[config.mk]
export PLATFORM = sky130hd
export DESIGN_NAME = ex_muldiv_flat
export DESIGN_NICKNAME = d
export VERILOG_FILES = /design/src/rtl/ex_muldiv_if.sv /design/src/rtl/ex_muldiv.sv /design/src/flat_wrapper.sv
export SDC_FILE = /design/constraint.sdc
export NUM_CORES = 1
export LEC_CHECK = 0
export BUFFER_PORTS_ARGS = -buffer_cell sky130_fd_sc_hd__buf_2
export CORE_MARGIN = 3
export CORE_UTILIZATION = 46
export DETAILED_ROUTE_END_ITERATION = 8
export PLACE_DENSITY_LB_ADDON = 0.12
export SETUP_SLACK_MARGIN = 0.1
export SYNTH_ARGS = -nofsm -noshare
export SYNTH_HDL_FRONTEND = slang
export SYNTH_SLANG_ARGS = --single-unit
[constraint.sdc]
create_clock -name clk -period 7.3 [get_ports clk]
set_input_delay 0.365 -clock clk [delete_from_list [all_inputs] [get_ports clk]]
set_output_delay 0.365 -clock clk [all_outputs]
set_load 0.01 [all_outputs]
[src/rtl/ex_muldiv_if.sv]
// EX-stage handshake between the pipeline and the iterative multiply/divide unit.
interface ex_muldiv_if #(
  parameter int DATA_WIDTH = 32
);
  logic                  start;
  logic [2:0]            funct3;
  logic [DATA_WIDTH-1:0] src1;
  logic [DATA_WIDTH-1:0] src2;
  logic [4:0]            rd;
  logic                  flush;
  logic                  stall;
  logic                  done;
  logic [DATA_WIDTH-1:0] result;
  logic [4:0]            rd_out;

  modport master (
    output start, funct3, src1, src2, rd, flush,
    input  stall, done, result, rd_out
  );

  modport slave (
    input  start, funct3, src1, src2, rd, flush,
    output stall, done, result, rd_out
  );
endinterface

[src/rtl/ex_muldiv.sv]
// Iterative RV32M multiply/divide: one shared 32-step shift-add / restoring-divide datapath.
// Freezes upstream while iterating; divide-by-zero and signed overflow finish one cycle after accept.
module ex_muldiv #(
  parameter int DATA_WIDTH = 32
) (
  input  logic       clk,
  input  logic       rst,
  ex_muldiv_if.slave bus
);
  localparam int W  = DATA_WIDTH;
  localparam int CW = $clog2(DATA_WIDTH);

  typedef enum logic [1:0] {IDLE, CALC, FIN} state_e;

  state_e        state_q, state_d;
  logic [CW-1:0] cnt_q, cnt_d;
  logic [2*W-1:0] acc_q, acc_d;
  logic [W-1:0]  b_q, b_d;
  logic [2:0]    op_q, op_d;
  logic          s1_q, s1_d, s2_q, s2_d;
  logic [4:0]    rd_q, rd_d, rd_out_q, rd_out_d;
  logic [W-1:0]  result_q, result_d;

  logic           accept, last, fast, sgn1_in, sgn2_in, div0, ovf, qbit;
  logic [W-1:0]   mag1, mag2, fast_res, addend, quo, rem, fin_res;
  logic [W:0]     mul_sum, sh_rem, diff;
  logic [2*W-1:0] mul_next, div_next, step_acc, prod;

  assign accept = (state_q == IDLE) && bus.start && !bus.flush;
  assign last   = (state_q == CALC) && (cnt_q == CW'(W - 1));

  // Signed operands: MULH, MULHSU (rs1 only), DIV, REM
  assign sgn1_in = bus.src1[W-1] && (bus.funct3 == 3'b001 || bus.funct3 == 3'b010 ||
                                     bus.funct3 == 3'b100 || bus.funct3 == 3'b110);
  assign sgn2_in = bus.src2[W-1] && (bus.funct3 == 3'b001 || bus.funct3 == 3'b100 ||
                                     bus.funct3 == 3'b110);
  assign mag1    = sgn1_in ? -bus.src1 : bus.src1;
  assign mag2    = sgn2_in ? -bus.src2 : bus.src2;

  assign div0     = (bus.src2 == '0);
  assign ovf      = (bus.funct3 == 3'b100 || bus.funct3 == 3'b110) &&
                    (bus.src1 == {1'b1, {(W-1){1'b0}}}) && (bus.src2 == '1);
  assign fast     = bus.funct3[2] && (div0 || ovf);
  assign fast_res = div0 ? (bus.funct3[1] ? bus.src1 : '1)
                         : (bus.funct3[1] ? '0 : {1'b1, {(W-1){1'b0}}});

  // Multiply: acc = {partial product, remaining multiplier bits}, shifted right each step
  assign addend   = acc_q[0] ? b_q : '0;
  assign mul_sum  = {1'b0, acc_q[2*W-1:W]} + {1'b0, addend};
  assign mul_next = {mul_sum, acc_q[W-1:1]};

  // Divide: acc = {partial remainder, dividend/quotient bits}, shifted left each step
  assign sh_rem   = {acc_q[2*W-1:W], acc_q[W-1]};
  assign diff     = sh_rem - {1'b0, b_q};
  assign qbit     = !diff[W];
  assign div_next = {(qbit ? diff[W-1:0] : sh_rem[W-1:0]), acc_q[W-2:0], qbit};

  assign step_acc = op_q[2] ? div_next : mul_next;
  assign prod     = (s1_q ^ s2_q) ? -step_acc : step_acc;
  assign quo      = (s1_q ^ s2_q) ? -step_acc[W-1:0] : step_acc[W-1:0];
  assign rem      = s1_q ? -step_acc[2*W-1:W] : step_acc[2*W-1:W];
  assign fin_res  = op_q[2] ? (op_q[1] ? rem : quo)
                            : ((op_q[1:0] == 2'b00) ? prod[W-1:0] : prod[2*W-1:W]);

  always_ff @(posedge clk or posedge rst) begin
    if (rst) state_q <= IDLE;
    else     state_q <= state_d;
  end

  always_comb begin
    state_d = state_q;
    case (state_q)
      IDLE:    if (accept) state_d = fast ? FIN : CALC;
      CALC:    if (last) state_d = FIN;
      FIN:     state_d = IDLE;
      default: state_d = IDLE;
    endcase
    if (bus.flush) state_d = IDLE;
  end

  // stall is also masked during reset so a held start cannot leak through
  always_comb begin
    bus.stall = 1'b0;
    bus.done  = 1'b0;
    if (!rst && !bus.flush) begin
      bus.stall = (state_q == IDLE && bus.start) || (state_q == CALC);
      bus.done  = (state_q == FIN);
    end
  end

  assign bus.result = result_q;
  assign bus.rd_out = rd_out_q;

  always_comb begin
    cnt_d    = cnt_q;
    acc_d    = acc_q;
    b_d      = b_q;
    op_d     = op_q;
    s1_d     = s1_q;
    s2_d     = s2_q;
    rd_d     = rd_q;
    rd_out_d = rd_out_q;
    result_d = result_q;
    if (accept) begin
      op_d  = bus.funct3;
      rd_d  = bus.rd;
      s1_d  = sgn1_in;
      s2_d  = sgn2_in;
      b_d   = mag2;
      acc_d = {{W{1'b0}}, mag1};
      cnt_d = '0;
      if (fast) begin
        result_d = fast_res;
        rd_out_d = bus.rd;
      end
    end else if (state_q == CALC && !bus.flush) begin
      acc_d = step_acc;
      cnt_d = cnt_q + CW'(1);
      if (last) begin
        result_d = fin_res;
        rd_out_d = rd_q;
      end
    end else if (state_q != CALC) begin
      cnt_d = '0;
    end
  end

  always_ff @(posedge clk or posedge rst) begin
    if (rst) begin
      cnt_q    <= '0;
      acc_q    <= '0;
      b_q      <= '0;
      op_q     <= '0;
      s1_q     <= 1'b0;
      s2_q     <= 1'b0;
      rd_q     <= '0;
      rd_out_q <= '0;
      result_q <= '0;
    end else begin
      cnt_q    <= cnt_d;
      acc_q    <= acc_d;
      b_q      <= b_d;
      op_q     <= op_d;
      s1_q     <= s1_d;
      s2_q     <= s2_d;
      rd_q     <= rd_d;
      rd_out_q <= rd_out_d;
      result_q <= result_d;
    end
  end
endmodule
[src/flat_wrapper.sv]
// flat-port wrapper written by rule: the top's interface ports become plain ports
module ex_muldiv_flat 
#(
  parameter int DATA_WIDTH = 32
)
  (clk, rst, bus_start, bus_funct3, bus_src1, bus_src2, bus_rd, bus_flush, bus_stall, bus_done, bus_result, bus_rd_out);
  ex_muldiv_if #(.DATA_WIDTH(DATA_WIDTH)) bus_i ();
  input  logic clk;
  input  logic rst;
  input wire logic [$bits(bus_i.start)-1:0] bus_start;
  input wire logic [$bits(bus_i.funct3)-1:0] bus_funct3;
  input wire logic [$bits(bus_i.src1)-1:0] bus_src1;
  input wire logic [$bits(bus_i.src2)-1:0] bus_src2;
  input wire logic [$bits(bus_i.rd)-1:0] bus_rd;
  input wire logic [$bits(bus_i.flush)-1:0] bus_flush;
  output wire logic [$bits(bus_i.stall)-1:0] bus_stall;
  output wire logic [$bits(bus_i.done)-1:0] bus_done;
  output wire logic [$bits(bus_i.result)-1:0] bus_result;
  output wire logic [$bits(bus_i.rd_out)-1:0] bus_rd_out;
  assign bus_i.start = bus_start;
  assign bus_i.funct3 = bus_funct3;
  assign bus_i.src1 = bus_src1;
  assign bus_i.src2 = bus_src2;
  assign bus_i.rd = bus_rd;
  assign bus_i.flush = bus_flush;
  assign bus_stall = bus_i.stall;
  assign bus_done = bus_i.done;
  assign bus_result = bus_i.result;
  assign bus_rd_out = bus_i.rd_out;
  ex_muldiv #(.DATA_WIDTH(DATA_WIDTH)) u_core (.clk(clk), .rst(rst), .bus(bus_i));
endmodule
==> qor.yml <==
status: "complete, no violations"
power.density_nw_per_um2: 478
effective_utilization_at_floorplan_pct: 47.2
yosys_most_used_dff: "sky130_fd_sc_hd__dfrtp_1"
worst_ep_required_time_ns: 7.64
p_leak_nw: 7.20
area_delta_synth_final_pct: 9.14
ctsHtreeMaxLevel: 4
hpwl_um: 46800
timing.critical_path.from: "u_core.acc_q[31]$_DFFE_PP0P_"
final.min_clock_period_ns: 6.57
clockRootBuffer: "sky130_fd_sc_hd__clkbuf_16"
cts.sinks: 150
finalClockSkew_ns: 0.0126
worst_slew_pin_slew_ns: 1.16
design.die.area_sq_um: 37100
start_of_the_worst_register_to_register_path: "u_core.acc_q[31]$_DFFE_PP0P_"
floorplan.rows: 67
maxSlewViolCount: 0
routed_wirelength_um: 62500
antenna_viol_nets_final: 0
fmax_mhz: 152
syn_area_sq_um: 16000
chipWidth_um: 193
fillCellCount: 3377
timing.max_slew.rel_slack_pct: 22.6
post-route-period-util_pct: 90.0
place_congestion: 1.01
cap_violations: 0
crit_fanout: 22
die_height_um: 193
synth_edf_count: 0
syn-num-nets: 2282
wl_per_cell_um: 23.7
antenna_found_initial: 1
r2r.worst_path.cells: 23
core_sq_um: 34000
post_route_cells_drive_above_1_share_pct: 10.6
finalSetupViolations: 0
total_power_mw: 8.36
tritoncts: "yes"
drt_pass_1_iters: 6
worst_setup_path_end_kind: "register"
hold_class: "in -> async"
pin_count_of_the_biggest_net_entering_global_routing: 79
clk_transition_reported_paths_ns: 0.07
drc_errors: 0
first_global_vias: 16000
synth_async_sr_flop_share_pct: 100
tns_ns: 0
worstSetupStartpointType: "register"
port_buffers: 114
bufs_on_longest_clock_path: 2
diodes: 0
vdd_ir_drop_max_mv: 0.339
gr-total-overflow: 0
via_per_inst: 6.58
critical_path_class: "reg -> reg"
vias: 17300
postSynthCellCount: 2133
synth_seq_area_share_pct: 23.4
synth_seq_cells: 150
grt_setup_unrepaired: "false"
num-nets-final: 2321
io_pins: 115
synth_cell_type_count: 96
insertion_delay_ns: 0.47
drt_iter0_markers: 1879
yosysWarnings: 0
critical_path_arrival_ns: 6.91
mean_instance_size_in_the_synthesized_netlist_sq_um: 7.51
hold_viol_final: 0
numCtsBuffers: 17
wire_length_of_the_first_global_routing_pass_um: 95600
total_routing_usage_gr_pct: 33.5
==> flip-flops by register name, summed over array words and instances, names as in the netlist <==
| signal | count |
|---|---|
| u_core.acc_q | 64 |
| u_core.b_q | 32 |
| u_core.bus.rd_out | 5 |
| u_core.bus.result | 32 |
| u_core.cnt_q | 5 |
| u_core.op_q | 3 |
| u_core.rd_q | 5 |
| u_core.s1_q | 1 |
| u_core.s2_q | 1 |
| u_core.state_q | 2 |
==> synth_stat cells (all sizes together), types with 34 or more instances <==
cell type / count / area (sq um)
clkbuf: 78 / 293
o221ai: 46 / 403
a31oi: 47 / 300
ha: 71 / 888
mux2i: 44 / 440
o21ai: 181 / 913
nand2: 264 / 993
inv: 69 / 259
o211ai: 35 / 263
nor2: 190 / 713
and2: 46 / 288
buf: 42 / 206
nor2b: 34 / 213
xnor2: 103 / 902
a21oi: 156 / 796
nor3: 55 / 302
xor2: 72 / 631
or3: 37 / 231
nand3: 35 / 185
dfrtp: 150 / 3750
==> power breakdown <==
group	total, mW	internal (mW)	switching [mW]
Clock	0.902	0.451	0.451
Combinational	5.92	2.06	3.86
Sequential	1.54	1.14	0.404
Total	8.36	3.64	4.72
==> cells in the final DEF (no fill, tap or decap), types with 12 or more instances in the layout <==
cell type and count:
sky130_fd_sc_hd__a22o_1 21, sky130_fd_sc_hd__nor2_1 189, sky130_fd_sc_hd__dfrtp_1 149, sky130_fd_sc_hd__nor4_1 15, sky130_fd_sc_hd__o2111ai_1 14, sky130_fd_sc_hd__nand4_1 32, sky130_fd_sc_hd__mux2i_1 44, sky130_fd_sc_hd__or3_1 37
sky130_fd_sc_hd__nor2b_1 34, sky130_fd_sc_hd__a31oi_1 46, sky130_fd_sc_hd__clkbuf_16 17, sky130_fd_sc_hd__o21ai_0 173, sky130_fd_sc_hd__xnor2_1 102, sky130_fd_sc_hd__a21o_1 19, sky130_fd_sc_hd__o21bai_1 12, sky130_fd_sc_hd__o211ai_1 35
sky130_fd_sc_hd__nand2_1 263, sky130_fd_sc_hd__nand2b_1 24, sky130_fd_sc_hd__nand3_1 33, sky130_fd_sc_hd__o31ai_1 19, sky130_fd_sc_hd__a21oi_1 154, sky130_fd_sc_hd__ha_1 71, sky130_fd_sc_hd__and2_1 46, sky130_fd_sc_hd__nor3_1 51
sky130_fd_sc_hd__inv_1 68, sky130_fd_sc_hd__xor2_1 71, sky130_fd_sc_hd__o221ai_1 46, sky130_fd_sc_hd__buf_4 25, sky130_fd_sc_hd__buf_2 114, sky130_fd_sc_hd__a211oi_1 22, sky130_fd_sc_hd__o21a_1 15, sky130_fd_sc_hd__and3_1 16
==> what timing repair did <==
action,in CTS,in global routing
resized for setup,0,2
hold buffers,0,0
setup buffers,0,0
setup endpoints to repair,0,3
==> kinds of logic (layout without fill, tap and decap cells) <==
group	Yosys count	in the layout	share of synthesized area, %
adder cells (fa/ha/maj)	73	73	5.80
AO/OA/AOI/OAI	695	695	29.0
XOR/XNOR	175	175	9.57
buffers and inverters	189	241	4.73
multiplexers	48	48	3.03
AND/OR/NAND/NOR	803	803	24.4
flip-flops	150	150	23.4
==> area by class of cell <==
class / count / area (sq um) / share of cell area [%]
inverter: 69 / 264 / 1.51
clock buffer: 17 / 425 / 2.43
clock inverter: 15 / 134 / 0.766
timing repair buffer: 140 / 778 / 4.45
sequential: 150 / 3760 / 21.5
multi-input combinational: 1794 / 11600 / 66.1
tap: 448 / 561 / 3.21
==> stage by stage <==
step	instance area [sq um]	std cells	hold slack, ns	util [%]	setup WS [ns]
2_1_floorplan	16000	2133	0.439	-	2.05
3_3_place_gp	16900	2601	0.455	49.8	0.958
3_5_place_dp	16900	2601	0.458	49.8	0.662
4_1_cts	17500	2633	0.0759	51.5	0.654
5_1_grt	17500	2633	0.109	51.5	0.223
6_report	17500	2633	0.0214	51.5	0.729
==> worst paths after layout <==
kind | end | slack, ns
worst max-delay path | u_core.bus.result[20]$_DFFE_PP0P_ | 0.73
worst min-delay path | u_core.cnt_q[3]$_DFFE_PP0P_ | 0.02
worst max register to register | u_core.bus.result[20]$_DFFE_PP0P_ | 0.73
worst min register to register | u_core.rd_q[4]$_DFFE_PP0P_ | 0.48
max in group asynchronous | u_core.op_q[2]$_DFFE_PP0P_ | 5.70
min in group clk | u_core.rd_q[0]$_DFFE_PP0P_ | 0.11
==> layer usage <==
metal,up-vias,GRT usage (%),wire length (um)
met5,-,0,0
met4,0,12.2,2250
met3,122,8.37,6530
met2,907,49.2,26700
met1,8362,47.4,27100
li1,7926,-,-
==> critical path, stage by stage, from the launching register on <==
cell,delay [ns]
sky130_fd_sc_hd__dfrtp_1,0.39
sky130_fd_sc_hd__inv_1,0.06
sky130_fd_sc_hd__ha_1,0.21
sky130_fd_sc_hd__fa_1,0.40
sky130_fd_sc_hd__nor2b_1,0.24
sky130_fd_sc_hd__o31a_1,0.25
sky130_fd_sc_hd__o21ai_1,0.20
sky130_fd_sc_hd__o22ai_4,0.43
sky130_fd_sc_hd__o21a_2,0.63
sky130_fd_sc_hd__nor2_1,0.39
sky130_fd_sc_hd__a21oi_1,0.36
sky130_fd_sc_hd__ha_1,0.27
sky130_fd_sc_hd__o2111ai_1,0.20
sky130_fd_sc_hd__nor3_1,0.25
sky130_fd_sc_hd__buf_4,0.20
sky130_fd_sc_hd__nand2_1,0.13
sky130_fd_sc_hd__or2_0,0.44
sky130_fd_sc_hd__a311oi_1,0.36
sky130_fd_sc_hd__nand4_1,0.20
sky130_fd_sc_hd__nor2_1,0.13
sky130_fd_sc_hd__a31oi_1,0.11
sky130_fd_sc_hd__xor2_1,0.21
sky130_fd_sc_hd__a221oi_1,0.27
sky130_fd_sc_hd__a21oi_1,0.11
(Power assumes the default switching activity.)
